File: src/rtl/hub_poller_if.sv
// Request/response handshake bundle between the hub controller and hub_poller.
// The poller uses the slave modport; the controller side uses master.
interface hub_poller_if;
    logic       req_valid;
    logic       req_ready;
    logic [1:0] req_addr;
    logic [1:0] req_data;
    logic       resp_valid;
    logic [1:0] resp_data;
    logic       resp_timeout;

    modport master (
        output req_valid, req_addr, req_data,
        input  req_ready, resp_valid, resp_data, resp_timeout
    );

    modport slave (
        input  req_valid, req_addr, req_data,
        output req_ready, resp_valid, resp_data, resp_timeout
    );
endinterface

File: src/rtl/hub_poller.sv
// Hub-side node bus initiator: sends a 4-bit {addr,data} frame on a tick grid and collects
// the node's reply or times out. Optional macro HUB_POLLER_RETRY_EN resends once on timeout.
module hub_poller #(
    parameter int unsigned TICK_DIV = 50000,
    parameter int unsigned TIMEOUT  = 8
) (
    input  logic         clock50,
    input  logic         reset_n,
    hub_poller_if.slave  hub,
    output logic [3:0]   bus_out,
    input  logic [1:0]   bus_in,
    output logic         busy
);

    localparam int unsigned CntW    = $clog2(TICK_DIV);
    localparam logic [CntW-1:0] CntMax = CntW'(TICK_DIV - 1);
    localparam logic [7:0]      WaitMax = 8'(TIMEOUT);

    typedef enum logic [2:0] {StIdle, StReject, StArm, StDrive, StWait} state_e;

    state_e          state_q, state_d;
    logic [CntW-1:0] tick_cnt_q, tick_cnt_d;
    logic [7:0]      wait_q, wait_d, wait_inc;
    logic [1:0]      addr_q, addr_d;
    logic [1:0]      data_q, data_d;
    logic [3:0]      bus_out_q, bus_out_d;
    logic            resp_valid_q, resp_valid_d;
    logic            resp_timeout_q, resp_timeout_d;
    logic [1:0]      resp_data_q, resp_data_d;
    logic            tick;
`ifdef HUB_POLLER_RETRY_EN
    logic            retry_q, retry_d;
`endif

    always_ff @(posedge clock50) begin
        if (!reset_n) begin
            state_q        <= StIdle;
            tick_cnt_q     <= '0;
            wait_q         <= '0;
            addr_q         <= '0;
            data_q         <= '0;
            bus_out_q      <= '0;
            resp_valid_q   <= 1'b0;
            resp_timeout_q <= 1'b0;
            resp_data_q    <= '0;
`ifdef HUB_POLLER_RETRY_EN
            retry_q        <= 1'b0;
`endif
        end else begin
            state_q        <= state_d;
            tick_cnt_q     <= tick_cnt_d;
            wait_q         <= wait_d;
            addr_q         <= addr_d;
            data_q         <= data_d;
            bus_out_q      <= bus_out_d;
            resp_valid_q   <= resp_valid_d;
            resp_timeout_q <= resp_timeout_d;
            resp_data_q    <= resp_data_d;
`ifdef HUB_POLLER_RETRY_EN
            retry_q        <= retry_d;
`endif
        end
    end

    always_comb begin
        tick           = (tick_cnt_q == CntMax);
        tick_cnt_d     = tick ? '0 : tick_cnt_q + 1'b1;
        state_d        = state_q;
        wait_d         = wait_q;
        addr_d         = addr_q;
        data_d         = data_q;
        bus_out_d      = bus_out_q;
        resp_valid_d   = 1'b0;
        resp_timeout_d = 1'b0;
        resp_data_d    = resp_data_q;
        // Saturating increment; the counter must never wrap back under TIMEOUT.
        wait_inc       = (wait_q == 8'hFF) ? wait_q : wait_q + 8'd1;
`ifdef HUB_POLLER_RETRY_EN
        retry_d        = retry_q;
`endif

        unique case (state_q)
            StIdle: begin
                if (hub.req_valid) begin
                    addr_d  = hub.req_addr;
                    data_d  = hub.req_data;
                    state_d = (hub.req_addr != 2'd0) ? StArm : StReject;
`ifdef HUB_POLLER_RETRY_EN
                    retry_d = 1'b0;
`endif
                end
            end
            StReject: begin
                resp_timeout_d = 1'b1;
                state_d        = StIdle;
            end
            StArm: begin
                if (tick) begin
                    bus_out_d = {addr_q, data_q};
                    wait_d    = '0;
                    state_d   = StDrive;
                end
            end
            StDrive: begin
                if (tick) begin
                    bus_out_d = '0;
                    state_d   = StWait;
                end
            end
            StWait: begin
                if (tick) begin
                    if (bus_in != 2'd0) begin
                        // A reply on the final tick beats the timeout.
                        resp_data_d  = bus_in;
                        resp_valid_d = 1'b1;
                        state_d      = StIdle;
                    end else begin
                        wait_d = wait_inc;
                        if (wait_inc >= WaitMax) begin
`ifdef HUB_POLLER_RETRY_EN
                            if (!retry_q) begin
                                retry_d = 1'b1;
                                wait_d  = '0;
                                state_d = StArm;
                            end else begin
                                resp_timeout_d = 1'b1;
                                state_d        = StIdle;
                            end
`else
                            resp_timeout_d = 1'b1;
                            state_d        = StIdle;
`endif
                        end
                    end
                end
            end
            default: state_d = StIdle;
        endcase
    end

    assign hub.req_ready    = (state_q == StIdle);
    assign busy             = (state_q != StIdle);
    assign hub.resp_valid   = resp_valid_q;
    assign hub.resp_timeout = resp_timeout_q;
    assign hub.resp_data    = resp_data_q;
    assign bus_out          = bus_out_q;

endmodule

File: src/flat_wrapper.sv
// flat-port wrapper written by rule: the top's interface ports become plain ports
module hub_poller_flat 
#(
    parameter int unsigned TICK_DIV = 50000,
    parameter int unsigned TIMEOUT  = 8
)
  (clock50, reset_n, bus_out, bus_in, busy, hub_req_valid, hub_req_addr, hub_req_data, hub_req_ready, hub_resp_valid, hub_resp_data, hub_resp_timeout);
  hub_poller_if hub_i ();
  input  logic clock50;
  input  logic reset_n;
  output logic [3:0] bus_out;
  input  logic [1:0] bus_in;
  output logic busy;
  input wire logic [$bits(hub_i.req_valid)-1:0] hub_req_valid;
  input wire logic [$bits(hub_i.req_addr)-1:0] hub_req_addr;
  input wire logic [$bits(hub_i.req_data)-1:0] hub_req_data;
  output wire logic [$bits(hub_i.req_ready)-1:0] hub_req_ready;
  output wire logic [$bits(hub_i.resp_valid)-1:0] hub_resp_valid;
  output wire logic [$bits(hub_i.resp_data)-1:0] hub_resp_data;
  output wire logic [$bits(hub_i.resp_timeout)-1:0] hub_resp_timeout;
  assign hub_i.req_valid = hub_req_valid;
  assign hub_i.req_addr = hub_req_addr;
  assign hub_i.req_data = hub_req_data;
  assign hub_req_ready = hub_i.req_ready;
  assign hub_resp_valid = hub_i.resp_valid;
  assign hub_resp_data = hub_i.resp_data;
  assign hub_resp_timeout = hub_i.resp_timeout;
  hub_poller #(.TICK_DIV(TICK_DIV), .TIMEOUT(TIMEOUT)) u_core (.clock50(clock50), .reset_n(reset_n), .hub(hub_i), .bus_out(bus_out), .bus_in(bus_in), .busy(busy));
endmodule
File: config.mk
export PLATFORM = sky130hd
export DESIGN_NAME = hub_poller_flat
export DESIGN_NICKNAME = d
export VERILOG_FILES = /design/src/rtl/hub_poller_if.sv /design/src/rtl/hub_poller.sv /design/src/flat_wrapper.sv
export SDC_FILE = /design/constraint.sdc
export NUM_CORES = 1
export LEC_CHECK = 0
export BUFFER_PORTS_ARGS = -buffer_cell sky130_fd_sc_hd__buf_2
export CAP_MARGIN = 20
export CORE_MARGIN = 1
export CORE_UTILIZATION = 25
export DETAILED_ROUTE_END_ITERATION = 12
export SYNTH_ARGS = -nofsm -noshare
export SYNTH_HDL_FRONTEND = slang
export SYNTH_SLANG_ARGS = --single-unit
File: constraint.sdc
create_clock -name clock50 -period 4.55 [get_ports clock50]
set_input_delay 0.455 -clock clock50 [delete_from_list [all_inputs] [get_ports clock50]]
set_output_delay 0.455 -clock clock50 [all_outputs]
set_load 0.1 [all_outputs]
==> flow_metrics.py <==
metrics = {
    "timing": {
        "rsz0062_at_grt": "false",
        "whs_ns": 0.4261,
        "setup_viol": 0,
        "period_minus_slack_ns": 2.296,
        "max_slew_margin": 0.4966,
        "hold_viol": 0,
        "tightest_slew_ns": 0.7494,
        "finalCritPeriodShare": 0.5045,
        "drv_slew": 0,
        "setup_tns_ns": 0,
        "setup_ws_ns": 2.254,
        "fmax_ghz": 0.4356,
        "fin_worst_skew_ns": 0.006653,
    },
    "grt": {
        "first_global_vias": 1509,
        "grt_usage": 0.1003,
        "antenna_found_initial": 0,
        "grt_pass1_wl_mm": 6.658,
        "grt.overflow.total": 0,
        "grt_max_degree": 29,
    },
    "clock_network": {
        "cts_buffer_depth": 2,
        "clkLatencyLatePin_ns": 0.29,
        "path_clk_slew_ns": 0.08,
        "cts_resized": 0,
        "cts_buffers": 5,
        "ctsHoldBuffers": 0,
        "cts_setup_buffers": 0,
        "htree_levels": 2,
        "cts_tree": "done",
        "cts_root_buf": "clkbuf_8",
        "cts_sinks": 39,
    },
    "routing": {
        "vias": 1587,
        "avgViaCountPerCell": 4.654,
        "firstDrtPassIters": 4,
        "wl_per_cell_um": 10.55,
        "finalWirelength_mm": 3.596,
        "drt_iter0_drc": 56,
        "drc": 0,
        "ant_nets": 0,
    },
    "layout": {
        "synthToLayoutAreaGrowth_pct": 14.03,
        "fin_nets": 252,
        "drive_gt1_frac": 0.1653,
        "fin_util": 0.2995,
        "multiInputGateArea_mm2": 0.001090,
        "final-seq-area_um2": 780.7,
        "n_fill_cell": 797,
        "stdcell_area_mm2": 0.002207,
        "final_cells": 341,
        "n_antenna_cell": 0,
    },
    "pwr": {
        "power_mw": 0.7596,
        "p_per_area_mw_per_mm2": 344.1,
        "power.ir.vdd_worst_v": 0.0001132,
        "p_leak_nw": 0.7851,
    },
    "worst_setup_path": {
        "cp.required_ns": 4.78,
        "start_kind": "register",
        "critPathKind": "register to register",
        "cp-end-kind": "register",
        "worstPathArrival_ns": 2.53,
        "critPathMaxFanout": 15,
    },
    "die": {
        "dieArea_mm2": 0.008098,
        "core_mm2": 0.007370,
        "fp-row-count": 31,
        "die_w_um": 89.99,
        "pin_count": 19,
        "initial_utilization": 0.2626,
        "die_y_um": 89.99,
    },
    "yosys": {
        "ys_warn_count": 0,
        "synth.top_cell.area_share": 0.4034,
        "synthTopCellsByArea": "dfxtp_1, nor2_1, xnor2_1",
        "synth_common_cells": "dfxtp_1, nor2_1, nand2_1",
        "syn_area_mm2": 0.001936,
        "synth-edff-count": 0,
        "ys_ff_latch": 39,
        "async_flop_share": 0,
        "synth_area_leader_cell": "dfxtp_1",
        "ys_seq_area_frac": 0.4034,
        "ys.flop_type": "dfxtp_1",
        "syn_avg_cell_area_um2": 8.603,
        "syn_nets": 236,
        "yosysMostFrequentCell": "dfxtp_1",
        "yosysUniqueCellTypes": 46,
        "synthCells": 225,
    },
    "placement": {
        "hpwl_mm": 2.649,
        "placed_cells": 333,
        "place_ws_ns": 2.257,
        "io_buffers": 18,
        "gp_congestion": 0.7995,
        "dpl_cell_area_mm2": 0.002103,
    },
    "worst_hold_path": {
        "hold_path.class": "input port to register",
    },
    "run": {
        "cap_violations": 0,
    },
    "run_status": {
        "status": "complete, no violations",
    },
}
registers in the layout, indices dropped and copies added, names as in the netlist:
register                 flops
u_core.state_q               3
u_core.tick_cnt_q           16
u_core.wait_q                8
u_core.addr_q                2
u_core.hub.resp_data         2
u_core.hub.resp_timeout      1
u_core.bus_out               4
u_core.data_q                2
u_core.hub.resp_valid        1
kinds of logic (layout without fill, tap and decap cells):
| kind of cell | after synthesis | count (layout) | synth area share |
|---|---|---|---|
| adders and majority gates | 2 | 2 | 0.01293 |
| AOI/OAI and AO/OA | 37 | 37 | 0.1267 |
| buffers and inverters | 14 | 31 | 0.03361 |
| xor gates and xnor gates | 14 | 14 | 0.06335 |
| DFF | 39 | 39 | 0.4034 |
| and+or+nand+nor | 113 | 113 | 0.3290 |
| muxes | 6 | 6 | 0.03103 |
per-layer routing:
layer / global-route usage / part of all wire
met1: 0.1218 / 0.49
met2: 0.1654 / 0.46
met3: 0.03299 / 0.034
met4: 0.03629 / 0.011
met5: 0 / 0
cells in the final DEF, fill, tap and decap left out, types with 2 or more instances in the layout:
| cell | count |
|---|---|
| o21a_1 | 2 |
| nor2_1 | 32 |
| ha_1 | 2 |
| a21oi_1 | 10 |
| o21ai_1 | 2 |
| nand3_1 | 15 |
| nand2_1 | 19 |
| dfxtp_1 | 39 |
| a21boi_0 | 6 |
| nor4_1 | 2 |
| nand4_1 | 4 |
| inv_1 | 5 |
| nand3b_1 | 4 |
| clkbuf_8 | 7 |
| mux2i_1 | 6 |
| nor2b_1 | 6 |
| a21oi_2 | 2 |
| nor3b_1 | 2 |
| nor3_1 | 2 |
| or3_1 | 5 |
| and3_1 | 6 |
| o21ai_0 | 6 |
| xnor2_1 | 11 |
| nor3b_2 | 3 |
| and2_1 | 4 |
| buf_2 | 18 |
| a31oi_1 | 2 |
| xor2_1 | 3 |
where the power goes:
part / leakage, nW / total (mW) / switching (mW) / internal [mW]
clock: 0.0505 / 0.256 / 0.118 / 0.138
sequential: 0.316 / 0.368 / 0.0149 / 0.353
combinational: 0.419 / 0.136 / 0.0958 / 0.0397
worst max-delay path, stage by stage (launching register included):
cell,delay [ns]
dfxtp_1,0.37
ha_1,0.21
nand3_2,0.11
or3_4,0.44
nor4_4,0.70
a21boi_1,0.25
o21ai_1,0.07
nor2_1,0.09
final timing paths:
check             slack, ns  depth (start not counted)                   end            startpoint
hold / removal         0.43                          3      u_core.data_q[1]       hub_req_data[1]
hold reg to reg        0.46                          1  u_core.tick_cnt_q[0]  u_core.tick_cnt_q[0]
setup reg to reg       2.25                          7      u_core.wait_q[4]  u_core.tick_cnt_q[0]
setup / recovery       2.25                          7      u_core.wait_q[4]  u_core.tick_cnt_q[0]
cell type report:
class,count,share of cell area
sequential,39,0.3537
clock inverter,1,0.003401
inverter,5,0.008503
timing repair buffer,18,0.04082
clock buffer,7,0.04365
tap,99,0.05612
multi-input combinational,172,0.4938
(Power assumes the default switching activity.)
